==> config.mk <==
export PLATFORM = sky130hd
export DESIGN_NAME = spi_slave_framed
export DESIGN_NICKNAME = d
export VERILOG_FILES = /design/src/rtl/spi_slave_framed.sv
export SDC_FILE = /design/constraint.sdc
export NUM_CORES = 1
export LEC_CHECK = 0
export CAP_MARGIN = 20
export CORE_MARGIN = 5
export CORE_UTILIZATION = 35
export CTS_BUF_LIST = sky130_fd_sc_hd__clkbuf_2 sky130_fd_sc_hd__clkbuf_4 sky130_fd_sc_hd__clkbuf_8
export DETAILED_ROUTE_END_ITERATION = 8
export PLACE_DENSITY_LB_ADDON = 0.1
export SLEW_MARGIN = 20
export SYNTH_ARGS = -nofsm -noshare
export SYNTH_HDL_FRONTEND = slang
export SYNTH_SLANG_ARGS = --single-unit
==> constraint.sdc <==
create_clock -name clk -period 2 [get_ports clk]
set_input_delay 0.2 -clock clk [delete_from_list [all_inputs] [get_ports clk]]
set_output_delay 0.2 -clock clk [all_outputs]
set_load 0.05 [all_outputs]
==> src/rtl/spi_slave_framed.sv <==
// spi_slave_framed
// ----------------
// SPI mode-0 slave front-end for the SPI/RAM subsystem. The block samples one
// bit per clk while ss_n is low. A frame is one rd/wr select bit followed by
// RX_W bits: a 2-bit command and then an ADDR_W-bit payload. The completed
// word appears on rx_data with a one-cycle rx_valid strobe. A read-data frame
// then waits for the memory side through tx_valid/tx_ready and shifts DATA_W
// bits out on miso. Raising ss_n before the frame completes aborts it and
// produces a one-cycle frame_err strobe.
//
// Ports
//   clk        system clock; all logic runs on the rising edge
//   rst        synchronous reset, active-high
//   ss_n       slave select, active-low
//   mosi       serial data from the master
//   tx_data    read data from the memory side (DATA_W bits)
//   tx_valid   tx_data valid; it is only looked at while tx_ready is high
//   miso       serial data to the master (registered; 0 outside SEND)
//   rx_data    last completed frame; the top two bits are the command
//   rx_valid   one-cycle strobe when rx_data updates
//   tx_ready   high while the block waits for read data
//   frame_err  one-cycle strobe when a frame is aborted
//   busy       high whenever the FSM is not idle
module spi_slave_framed #(
    parameter int ADDR_W    = 8,
    parameter int DATA_W    = 8,
    parameter int LSB_FIRST = 0,
    localparam int RX_W     = ADDR_W + 2
) (
    input  logic              clk,
    input  logic              rst,
    input  logic              ss_n,
    input  logic              mosi,
    input  logic [DATA_W-1:0] tx_data,
    input  logic              tx_valid,
    output logic              miso,
    output logic [RX_W-1:0]   rx_data,
    output logic              rx_valid,
    output logic              tx_ready,
    output logic              frame_err,
    output logic              busy
);

    localparam int MAX_W = (RX_W > DATA_W) ? RX_W : DATA_W;
    localparam int CNT_W = $clog2(MAX_W + 1);

    typedef enum logic [2:0] {IDLE, CHK_CMD, RX, WAIT_TX, SEND, DONE} state_t;
    typedef enum logic [1:0] {K_WRITE, K_RDADDR, K_RDDATA} kind_t;

    state_t            state, state_next;
    kind_t             kind, kind_sel;
    logic [CNT_W-1:0]  cnt;
    logic [RX_W-1:0]   rx_sh;
    logic [DATA_W-1:0] tx_sh;
    logic              addr_pending;

    logic load_rx, shift_rx, complete_rx, load_tx, shift_tx, finish_tx, abort;

    // The first received bit ends up at the MSB, or at the LSB when
    // LSB_FIRST is set.
    function automatic logic [RX_W-1:0] rx_shift(input logic [RX_W-1:0] sh,
                                                 input logic b);
        if (LSB_FIRST != 0)
            return {b, sh[RX_W-1:1]};
        else
            return {sh[RX_W-2:0], b};
    endfunction

    function automatic logic tx_bit(input logic [DATA_W-1:0] sh);
        if (LSB_FIRST != 0)
            return sh[0];
        else
            return sh[DATA_W-1];
    endfunction

    function automatic logic [DATA_W-1:0] tx_shift(input logic [DATA_W-1:0] sh);
        if (LSB_FIRST != 0)
            return sh >> 1;
        else
            return sh << 1;
    endfunction

    assign busy     = (state != IDLE);
    assign tx_ready = (state == WAIT_TX);

    // A read whose address was already sent fetches data. A read with no
    // pending address is taken as the address phase.
    always_comb begin
        kind_sel = K_WRITE;
        if (mosi)
            kind_sel = addr_pending ? K_RDDATA : K_RDADDR;
    end

    always_ff @(posedge clk) begin
        if (rst)
            state <= IDLE;
        else
            state <= state_next;
    end

    always_comb begin
        state_next  = state;
        load_rx     = 1'b0;
        shift_rx    = 1'b0;
        complete_rx = 1'b0;
        load_tx     = 1'b0;
        shift_tx    = 1'b0;
        finish_tx   = 1'b0;
        abort       = 1'b0;
        case (state)
            IDLE: begin
                if (!ss_n)
                    state_next = CHK_CMD;
            end
            CHK_CMD: begin
                if (ss_n) begin
                    abort      = 1'b1;
                    state_next = IDLE;
                end else begin
                    load_rx    = 1'b1;
                    state_next = RX;
                end
            end
            RX: begin
                // The final bit is still captured when ss_n rises with it.
                if (cnt == CNT_W'(1)) begin
                    complete_rx = 1'b1;
                    if (ss_n)
                        state_next = IDLE;
                    else if (kind == K_RDDATA)
                        state_next = WAIT_TX;
                    else
                        state_next = DONE;
                end else if (ss_n) begin
                    abort      = 1'b1;
                    state_next = IDLE;
                end else begin
                    shift_rx = 1'b1;
                end
            end
            WAIT_TX: begin
                if (ss_n) begin
                    abort      = 1'b1;
                    state_next = IDLE;
                end else if (tx_valid) begin
                    load_tx    = 1'b1;
                    state_next = SEND;
                end
            end
            SEND: begin
                if (ss_n) begin
                    abort      = 1'b1;
                    state_next = IDLE;
                end else if (cnt == '0) begin
                    finish_tx  = 1'b1;
                    state_next = DONE;
                end else begin
                    shift_tx = 1'b1;
                end
            end
            DONE: begin
                if (ss_n)
                    state_next = IDLE;
            end
            default: state_next = IDLE;
        endcase
    end

    // The strobes and miso default to 0 each cycle. miso holds a bit only
    // while the FSM sits in SEND.
    always_ff @(posedge clk) begin
        if (rst) begin
            miso         <= 1'b0;
            rx_valid     <= 1'b0;
            frame_err    <= 1'b0;
            rx_data      <= '0;
            addr_pending <= 1'b0;
            cnt          <= '0;
            kind         <= K_WRITE;
        end else begin
            miso      <= 1'b0;
            rx_valid  <= 1'b0;
            frame_err <= abort;
            if (load_rx) begin
                cnt  <= CNT_W'(RX_W);
                kind <= kind_sel;
            end
            if (shift_rx)
                cnt <= cnt - 1'b1;
            if (complete_rx) begin
                rx_data  <= rx_shift(rx_sh, mosi);
                rx_valid <= 1'b1;
                if (kind == K_RDADDR)
                    addr_pending <= 1'b1;
            end
            // The first data bit is already driven in the cycle after the
            // load, so DATA_W-1 bits remain to be counted.
            if (load_tx) begin
                miso <= tx_bit(tx_data);
                cnt  <= CNT_W'(DATA_W - 1);
            end
            if (shift_tx) begin
                miso <= tx_bit(tx_sh);
                cnt  <= cnt - 1'b1;
            end
            if (finish_tx)
                addr_pending <= 1'b0;
        end
    end

    always_ff @(posedge clk) begin
        if (shift_rx)
            rx_sh <= rx_shift(rx_sh, mosi);
        if (load_tx)
            tx_sh <= tx_shift(tx_data);
        else if (shift_tx)
            tx_sh <= tx_shift(tx_sh);
    end

endmodule

==> flow_summary.json <==
{
  "run_status": "complete, but fails checks",
  "violations": "setup timing",
  "number_of_global_route_vias_before_repair": 1238,
  "numPortBuffers": 27,
  "grt_max_degree": 14,
  "floorplan.core_area_sq_mm": 0.00466,
  "timing_hold_violations_final": 0,
  "critical_path_sink_type": "flop",
  "setup_total_negative_slack_ns": -0.00180,
  "max_h_tree_level": 2,
  "detail_route.drc_violations": 0,
  "fp.dieW_um": 78.7,
  "cp-start-kind": "flop",
  "groute.layer.met1.usage": 0.145,
  "worst_pin_slew_ns": 0.502,
  "synth_enable_flop_cells": 16,
  "fin_total_pwr_mw": 1.50,
  "timing.critical_path.to": "addr_pending",
  "postSynth.asyncResetShare": 0,
  "power.leakage_nw": 0.875,
  "r2r_setup_slack_ns": -0.002,
  "crit_type": "reg2reg",
  "worst_ep_required_time_ns": 2.22,
  "place.detailed.instances": 231,
  "number_of_clock_sinks": 39,
  "maxSlewViolCount": 0,
  "global_route.usage.total": 0.115,
  "number_of_failing_setup_endpoints_in_the_final_timing_report": 1,
  "r2r.worst_path.cells": 6,
  "max_freq_ghz": 0.500,
  "synth.distinct_cells": 39,
  "timing.critical_path.fanout_max": 4,
  "synthFlopType": "dfxtp_1",
  "pwr_dens_mw_per_mm2": 673,
  "worst_clock_skew_ns": 0.00607,
  "antenna_found_initial": 0,
  "hold_path.class": "reg2reg",
  "rows": 25,
  "overflow": 0,
  "layout-drive-gt1-share": 0.234,
  "floorplan.initialDensity": 0.354,
  "layout-area-overhead-vs-synth_pct": 35.1,
  "max_slew_margin": 0.665,
  "layout_worst_path_cycle_share": 1.00,
  "most-common-layout-cells": "25 x clkdlybuf4s50_1, 21 x dfxtp_1, 16 x nor2_1, 16 x edfxtp_1, 15 x buf_4",
  "met3_usage": 0.0424,
  "cts_root_buffer": "clkbuf_8",
  "met2_track_usage_gr": 0.180,
  "synthesis.nets": 163,
  "setup.worst_path.start": "cnt[1]",
  "die-area_sq_mm": 0.00619,
  "layout.nets": 203,
  "detail_route.first_pass.iterations": 4,
  "grt-busiest-layer": "met2",
  "gpl.final_weighted_congestion": 0.798,
  "boundaryPins": 28,
  "yosys_register_bits": 39,
  "cap_violations": 0,
  "yosysWarnings": 0,
  "ys_seq_area_frac": 0.570,
  "cts_buffers": 5,
  "post-route-worst-setup-slack_ns": -0.00180,
  "cts_buffer_depth": 2,
  "syn-instance-count": 147,
  "regToRegEndpoint": "addr_pending",
  "clk_pin_slew_worst_paths_ns": 0.08,
  "tritoncts": "built",
  "dp_hpwl_um": 2390,
  "layout_min_cycle_time_ns": 2.00,
  "syn_avg_cell_area_sq_um": 11.2,
  "commonest_non_fill_non_tap_cell_in_the_layout": "clkdlybuf4s50_1",
  "worst_hold_slack_across_all_endpoints_ns": 0.448,
  "setup_repair_after_global_routing_missed_its_margin": "true",
  "avgViaCountPerCell": 5.03,
  "timing.critical_path.arrival_ns": 2.22,
  "finish.cell_count_without_fillers": 242,
  "worst_skew_pair.late_latency_ns": 0.29,
  "post_synth_instance_area_sq_mm": 0.00165,
  "detail_route.wirelength_um": 3430,
  "die-height_um": 78.7,
  "route.vias.total": 1217,
  "ir_drop_uv": 303,
  "postRouteAntennaNets": 0,
  "avgRoutedWirePerCell_um": 14.2,
  "dr_iter_0_viols": 83,
  "wire_length_of_the_first_global_routing_pass_um": 5640,
  "worst_flop_to_flop_path_startpoint": "cnt[1]",
  "num_antenna_cells": 0
}
[cell type report]
type                       count  area (sq um)
tap                           54          67.6
sequential                    39           946
fill                         422          2430
clock buffer                   6          76.3
clock inverter                 2          12.5
inverter                       9          33.8
timing repair buffer          44           439
multi-input combinational     88           654
[flip-flops by register name, summed over array words and instances (netlist names)]
name / count
rx_data: 10
rx_sh: 9
tx_sh: 7
cnt: 4
state: 3
kind: 2
addr_pending: 1
frame_err: 1
miso: 1
rx_valid: 1
[metrics by stage]
stage                      util  area (sq um)  setup WS, ns
after floorplan               -          1660       -0.0276
after global placement    0.441          2050      0.000674
after detailed placement  0.441          2050       -0.0317
after CTS                 0.466          2170        0.0127
after global routing      0.478          2230       -0.0589
final                     0.478          2230      -0.00180
[worst max-delay path, stage by stage, from the launching register on]
cell and delay [ns]:
dfxtp_2 0.33, inv_2 0.08, ha_4 0.12, or3b_4 0.38, or4b_4 0.55, o31a_1 0.28, a211oi_2 0.19
[power breakdown]
group	switching [mW]	total [mW]	internal [mW]
combinational	0.0571	0.121	0.0635
clock	0.279	0.537	0.257
sequential	0.0118	0.843	0.831
[timing repair]
action,4_1_cts,5_1_grt
endpoints found under the setup margin,11,13
gates cloned,0,1
hold buffers,0,0
gates resized for setup,3,10
pin swaps,1,2
buffers inserted,2,0
[worst min-delay path by stage]
stage,start,endpoint,depth (start not counted)
after floorplan,rst,cnt[3],1
after global placement,rx_sh[5],rx_sh[6],0
after detailed placement,rx_sh[0],rx_sh[1],0
after CTS,rx_sh[5],rx_sh[6],0
after global routing,rx_sh[6],rx_sh[7],0
final,rx_sh[5],rx_sh[6],0
[cells in the mapped netlist, types with 3 or more instances]
cell type | count | area, sq um
mux2i_1 | 11 | 110
nand2_1 | 3 | 11.3
edfxtp_1 | 16 | 480
dfxtp_1 | 23 | 460
ha_1 | 3 | 37.5
a21oi_1 | 6 | 30.0
inv_1 | 9 | 33.8
mux2_2 | 6 | 67.6
nor2_1 | 16 | 60.1
nor3_1 | 5 | 25.0
nand3_1 | 3 | 15.0
buf_2 | 5 | 25.0
clkbuf_1 | 6 | 22.5
o21ai_0 | 3 | 15.0
[kinds of logic after synthesis]
kind of cell	synth area share
AOI/OAI and AO/OA	0.0887
adders and majority gates	0.0227
buffers and inverters	0.0493
DFF	0.570
muxes	0.108
and+or+nand+nor	0.161
[layer usage]
metal  routed length [um]  vias up
met5                    0        -
met4                   31        0
met3                  180        5
met2                 1580       28
met1                 1640      579
li1                     -      605
No activity file was read; power rests on OpenSTA's default activity.
